==> config.mk <==
export PLATFORM = sky130hd
export DESIGN_NAME = des_dec_key_sched_flat
export DESIGN_NICKNAME = d
export VERILOG_FILES = /design/src/rtl/des_dec_key_sched_pkg.sv /design/src/rtl/des_dec_key_sched_if.sv /design/src/rtl/des_dec_key_sched_pc2.sv /design/src/rtl/des_dec_key_sched.sv /design/src/flat_wrapper.sv
export SDC_FILE = /design/constraint.sdc
export NUM_CORES = 1
export LEC_CHECK = 0
export BUFFER_PORTS_ARGS = -buffer_cell sky130_fd_sc_hd__clkbuf_2
export CAP_MARGIN = 20
export CORE_MARGIN = 5
export CORE_UTILIZATION = 50
export DETAILED_ROUTE_END_ITERATION = 16
export PLACE_DENSITY = 0.78
export SLEW_MARGIN = 20
export SYNTH_ARGS = -nofsm -noshare
export SYNTH_HDL_FRONTEND = slang
export SYNTH_SLANG_ARGS = --single-unit
==> constraint.sdc <==
create_clock -name clk -period 5 [get_ports clk]
set_input_delay 0.5 -clock clk [delete_from_list [all_inputs] [get_ports clk]]
set_output_delay 0.5 -clock clk [all_outputs]
set_load 0.01 [all_outputs]
==> src/rtl/des_dec_key_sched_pkg.sv <==
// Shared DES key-schedule definitions: FIPS 46-3 permutation tables, shift
// schedules for both directions, and the basic key/half/subkey types.
package des_dec_key_sched_pkg;

    typedef logic [63:0] des_key_t;
    typedef logic [27:0] des_half_t;
    typedef logic [47:0] des_subkey_t;

    typedef enum logic {
        ST_IDLE = 1'b0,
        ST_RUN  = 1'b1
    } sched_state_t;

    // Tables use FIPS 1-based numbering, bit 1 = MSB.
    localparam int PC1_TAB [56] = '{
        57, 49, 41, 33, 25, 17,  9,  1, 58, 50, 42, 34, 26, 18,
        10,  2, 59, 51, 43, 35, 27, 19, 11,  3, 60, 52, 44, 36,
        63, 55, 47, 39, 31, 23, 15,  7, 62, 54, 46, 38, 30, 22,
        14,  6, 61, 53, 45, 37, 29, 21, 13,  5, 28, 20, 12,  4
    };

    localparam int PC2_TAB [48] = '{
        14, 17, 11, 24,  1,  5,  3, 28, 15,  6, 21, 10,
        23, 19, 12,  4, 26,  8, 16,  7, 27, 20, 13,  2,
        41, 52, 31, 37, 47, 55, 30, 40, 51, 45, 33, 48,
        44, 49, 39, 56, 34, 53, 46, 42, 50, 36, 29, 32
    };

    localparam logic [1:0] SHIFT_ENC [16] = '{
        2'd1, 2'd1, 2'd2, 2'd2, 2'd2, 2'd2, 2'd2, 2'd2,
        2'd1, 2'd2, 2'd2, 2'd2, 2'd2, 2'd2, 2'd2, 2'd1
    };

    // Entry 0 unused: PC1(key) already equals C16/D16 since 16 rounds rotate by 28.
    localparam logic [1:0] SHIFT_DEC [16] = '{
        2'd0, 2'd1, 2'd2, 2'd2, 2'd2, 2'd2, 2'd2, 2'd2,
        2'd1, 2'd2, 2'd2, 2'd2, 2'd2, 2'd2, 2'd2, 2'd1
    };

    function automatic des_half_t rotr(input des_half_t x, input logic [1:0] s);
        case (s)
            2'd1:    return {x[0], x[27:1]};
            2'd2:    return {x[1:0], x[27:2]};
            default: return x;
        endcase
    endfunction

endpackage

==> src/rtl/des_dec_key_sched_if.sv <==
// Key/start request side and subkey valid/ready stream of the decrypt key scheduler.
interface des_dec_key_sched_if;
    import des_dec_key_sched_pkg::*;

    des_key_t    key;
    logic        start;
    logic        busy;
    des_subkey_t subkey;
    logic        subkey_valid;
    logic        subkey_ready;
    logic [3:0]  round_idx;
    logic        done;

    modport master (
        output key, start, subkey_ready,
        input  busy, subkey, subkey_valid, round_idx, done
    );

    modport slave (
        input  key, start, subkey_ready,
        output busy, subkey, subkey_valid, round_idx, done
    );

endinterface

==> src/rtl/des_dec_key_sched_pc2.sv <==
// DES PC-2: combinational 56->48 selection of the C/D state into a round subkey.
module des_pc2
    import des_dec_key_sched_pkg::*;
(
    input  logic [55:0] cd_i,
    output des_subkey_t subkey_o
);

    for (genvar gi = 0; gi < 48; gi++) begin : g_pc2
        assign subkey_o[47-gi] = cd_i[56-PC2_TAB[gi]];
    end

endmodule

==> src/rtl/des_dec_key_sched.sv <==
// Iterative DES decrypt key schedule: loads PC1(key) once, then walks C/D with
// right rotations so that K16..K1 come out one per valid/ready handshake.
module des_dec_key_sched
    import des_dec_key_sched_pkg::*;
(
    input  logic clk,
    input  logic rst,
    des_dec_key_sched_if.slave bus
);

    sched_state_t state_q;
    des_half_t    c_q, d_q;
    des_half_t    c_d, d_d;
    logic [3:0]   round_q;
    logic         busy_q, valid_q, done_q;
    logic [55:0]  pc1_w;
    logic [1:0]   shift_w;
    logic         hs_w;
    des_subkey_t  subkey_w;
    logic         parity_unused_w;

    for (genvar gi = 0; gi < 56; gi++) begin : g_pc1
        assign pc1_w[55-gi] = bus.key[64-PC1_TAB[gi]];
    end

    assign parity_unused_w = ^{bus.key[56], bus.key[48], bus.key[40], bus.key[32],
                               bus.key[24], bus.key[16], bus.key[8],  bus.key[0]};

    // Shift amount for the subkey that follows the one currently presented.
    assign shift_w = SHIFT_DEC[round_q + 4'd1];
    assign c_d     = rotr(c_q, shift_w);
    assign d_d     = rotr(d_q, shift_w);
    assign hs_w    = valid_q & bus.subkey_ready;

    always_ff @(posedge clk or posedge rst) begin
        if (rst) begin
            state_q <= ST_IDLE;
            c_q     <= '0;
            d_q     <= '0;
            round_q <= '0;
            busy_q  <= 1'b0;
            valid_q <= 1'b0;
            done_q  <= 1'b0;
        end else begin
            done_q <= 1'b0;
            case (state_q)
                ST_IDLE: begin
                    if (bus.start) begin
                        c_q     <= pc1_w[55:28];
                        d_q     <= pc1_w[27:0];
                        round_q <= '0;
                        busy_q  <= 1'b1;
                        valid_q <= 1'b1;
                        state_q <= ST_RUN;
                    end
                end
                ST_RUN: begin
                    if (hs_w) begin
                        if (round_q == 4'd15) begin
                            busy_q  <= 1'b0;
                            valid_q <= 1'b0;
                            done_q  <= 1'b1;
                            state_q <= ST_IDLE;
                        end else begin
                            c_q     <= c_d;
                            d_q     <= d_d;
                            round_q <= round_q + 4'd1;
                        end
                    end
                end
                default: state_q <= ST_IDLE;
            endcase
        end
    end

    des_pc2 u_pc2 (
        .cd_i     ({c_q, d_q}),
        .subkey_o (subkey_w)
    );

    assign bus.subkey       = subkey_w;
    assign bus.busy         = busy_q;
    assign bus.subkey_valid = valid_q;
    assign bus.round_idx    = round_q;
    assign bus.done         = done_q;

endmodule

==> src/flat_wrapper.sv <==
// flat-port wrapper written by rule: the top's interface ports become plain ports
module des_dec_key_sched_flat import des_dec_key_sched_pkg::*;
  (clk, rst, bus_key, bus_start, bus_subkey_ready, bus_busy, bus_subkey, bus_subkey_valid, bus_round_idx, bus_done);
  des_dec_key_sched_if bus_i ();
  input  logic clk;
  input  logic rst;
  input wire logic [$bits(bus_i.key)-1:0] bus_key;
  input wire logic [$bits(bus_i.start)-1:0] bus_start;
  input wire logic [$bits(bus_i.subkey_ready)-1:0] bus_subkey_ready;
  output wire logic [$bits(bus_i.busy)-1:0] bus_busy;
  output wire logic [$bits(bus_i.subkey)-1:0] bus_subkey;
  output wire logic [$bits(bus_i.subkey_valid)-1:0] bus_subkey_valid;
  output wire logic [$bits(bus_i.round_idx)-1:0] bus_round_idx;
  output wire logic [$bits(bus_i.done)-1:0] bus_done;
  assign bus_i.key = bus_key;
  assign bus_i.start = bus_start;
  assign bus_i.subkey_ready = bus_subkey_ready;
  assign bus_busy = bus_i.busy;
  assign bus_subkey = bus_i.subkey;
  assign bus_subkey_valid = bus_i.subkey_valid;
  assign bus_round_idx = bus_i.round_idx;
  assign bus_done = bus_i.done;
  des_dec_key_sched u_core (.clk(clk), .rst(rst), .bus(bus_i));
endmodule
==> flow_metrics.py <==
metrics = {
    "critical_path": {
        "cp_top_family": "compound AO/OA/AOI/OAI gates",
        "slowest_stage": "a221oi_4",
        "crit_chain": "inv_1, ha_1, inv_1, a32o_1, a22oi_1, ha_1, a221oi_4, buf_4, mux2_2",
        "cp_slowest_stage_delay_ps": 880,
        "critical_path_class": "reg2reg",
        "start_kind": "flop",
        "path_max_fanout": 19,
        "crit_path_end_kind": "flop",
        "crit_buf_inv": 3,
        "r2r_setup_slack_ps": 1510,
        "crit_required_ps": 5220,
        "critPathArrivalTime_ps": 3710,
    },
    "global_route": {
        "grt_max_degree": 118,
        "grt_pass1_vias": 2961,
        "grt_pass1_wl_mm": 13.7,
        "antenna_found_initial": 0,
        "grt_overflow": 0,
        "grt_usage": 0.167,
    },
    "drt": {
        "vias_per_cell": 5.22,
        "drtPass1Iterations": 4,
        "post-route-drc-count": 0,
        "drt-initial-drc-count": 98,
        "routed_wl_mm": 8.34,
        "dr_wl_met3_um": 546,
        "dr_wl_met2_mm": 4.03,
        "vias": 2934,
        "top_layer_used": "met4",
        "ant_nets": 0,
        "avgRoutedWirePerCell_um": 14.8,
        "m1WireLength_mm": 3.67,
    },
    "timing": {
        "worstMarginPinSlew_ps": 1030,
        "slew_viol_final": 0,
        "max_slew_margin": 0.310,
        "fin_crit_ps": 3490,
        "setup_violations": 0,
        "timing.final.crit_share": 0.698,
        "fmax_mhz": 286,
        "fin_tns_setup_ps": 0,
        "rsz0062_at_grt": "no",
        "clock_skew_ps": 7.67,
        "hold_violations": 0,
    },
    "yosys": {
        "ys_types": 31,
        "synth-edff-count": 0,
        "synthSimpleGateAreaFrac": 0.0722,
        "synth-xor-area-share": 0.00215,
        "syn_area_mm2": 0.00408,
        "synth.most_common_cell": "dfrtp_1",
        "syn_avg_cell_area_um2": 10.2,
        "yosys.area.top_type_share": 0.387,
        "synthAdderAreaFrac": 0.0123,
        "synth_top_family_by_area": "multiplexers",
        "yosys-top-cells-area": "dfrtp_1 39%, mux2i_1 14%, mux2_1 11%",
        "ys_top_cells_by_count": "63 x dfrtp_1, 58 x nor2_1, 57 x a21oi_1",
        "synthCells": 398,
        "ys_seq_area_frac": 0.387,
        "yosysTopAreaCell": "dfrtp_1",
        "syn-num-nets": 470,
        "synthArstFlopShare": 1.00,
        "muxShareOfSynthArea": 0.295,
        "synth-compound-area-share": 0.0970,
        "ys_ff_latch": 63,
        "synth_flop_cell": "dfrtp_1",
        "ys_warn_count": 0,
    },
    "power": {
        "power.density_mw_per_mm2": 867,
        "leakagePower_nw": 2.33,
        "ir_worst_vdd_uv": 315,
    },
    "placed_design": {
        "io_buffers": 114,
        "dp_hpwl_mm": 5.75,
        "dp.cells": 545,
        "gp_congestion": 0.756,
        "placed_area_mm2": 0.00429,
    },
    "floorplan": {
        "ios": 123,
        "start_util": 0.504,
        "die_height_um": 100,
        "rows": 33,
        "die_area_mm2": 0.0101,
        "core_mm2": 0.00809,
        "die_x_um": 100,
    },
    "clock_tree": {
        "cts_resized": 0,
        "insertion_delay_ps": 340,
        "clk_transition_reported_paths_ps": 70,
        "clockRootBuffer": "clkbuf_8",
        "cts_buffer_depth": 2,
        "htreeDepth": 3,
        "cts_tree": "done",
        "cts.sink_count": 63,
        "hold_buffers": 0,
        "cts_setup_buffers": 0,
        "cts_buffers": 9,
    },
    "flow_run": {
        "max-cap-violations": 0,
    },
    "cells_and_area": {
        "fill_cells": 770,
        "final_area_mm2": 0.00452,
        "n_antenna_cell": 0,
        "fin_nets": 524,
        "layout-drive-gt1-share": 0.346,
        "instances_no_fill": 562,
        "area_growth_pct": 10.9,
    },
    "outcome": {
        "status": "completed",
    },
    "hold_path": {
        "hold_path_class": "in2async",
    },
}
stage by stage:
stage	hold WS, ps	power [mW]	worst slack (ps)	utilization
after floorplan	480	3.22	2350	-
after global placement	498	3.39	1610	0.530
after detailed placement	507	3.47	1520	0.530
after CTS	411	3.97	1500	0.556
after global routing	426	4.23	1350	0.559
final	387	3.92	1510	0.559
worst min-delay path, cell delays in order:
cell,delay (ps)
clkbuf_2,90
inv_2,40
buf_4,620
final timing paths:
check                                               startpoint                         end  depth (start not counted)
setup / recovery           u_core.bus.round_idx[1]$_DFFE_PP0P_  u_core.c_q[22]$_DFFE_PP0P_                          9
setup reg to reg           u_core.bus.round_idx[1]$_DFFE_PP0P_  u_core.c_q[22]$_DFFE_PP0P_                          9
max in group asynchronous                                  rst    u_core.state_q$_DFF_PP0_                          3
hold reg to reg                      u_core.c_q[3]$_DFFE_PP0P_   u_core.c_q[3]$_DFFE_PP0P_                          1
min in group clk                                     bus_start    u_core.state_q$_DFF_PP0_                          3
hold / removal                                             rst  u_core.d_q[12]$_DFFE_PP0P_                          3
power breakdown:
group	internal [mW]	total [mW]	switching, mW
clock network	0.279	0.480	0.201
logic	1.25	2.40	1.15
registers	0.781	1.04	0.263
per-layer routing:
layer	GRT usage	vias up
li1	-	1441
met1	0.204	1403
met2	0.286	84
met3	0.0459	6
met4	0.0549	0
met5	0	-
registers in the layout (all words and copies together), names as in the netlist:
| signal | cells |
|---|---|
| u_core.bus.busy | 1 |
| u_core.bus.done | 1 |
| u_core.bus.round_idx | 4 |
| u_core.c_q | 28 |
| u_core.d_q | 28 |
| u_core.state_q | 1 |
placed cells by master (no fill, tap or decap), drive strengths merged, types with 4 or more instances in the layout:
cell type	count
ha	4
a21oi	57
buf	5
mux2i	56
inv	6
clkbuf	124
dfrtp	63
mux2	57
nor2	58
cell families (layout without fill, tap and decap cells):
group	Yosys count	after routing
multiplexers	113	113
buffers and inverters	82	141
AO/OA/AOI/OAI	68	68
AND/OR/NAND/NOR	67	67
flip-flops	63	63
adder cells (fa/ha/maj)	4	4
XOR/XNOR	1	1
final cells by class:
cell class | instances | area (um^2) | share of cell area
Multi-Input combinational cell | 253 | 1950 | 0.432
Timing Repair Buffer | 119 | 621 | 0.137
Inverter | 6 | 22.5 | 0.00498
Sequential cell | 63 | 1580 | 0.350
Clock inverter | 6 | 85.1 | 0.0188
Tap cell | 105 | 131 | 0.0291
Clock buffer | 10 | 128 | 0.0282
Power figures use the tool's default switching activity.
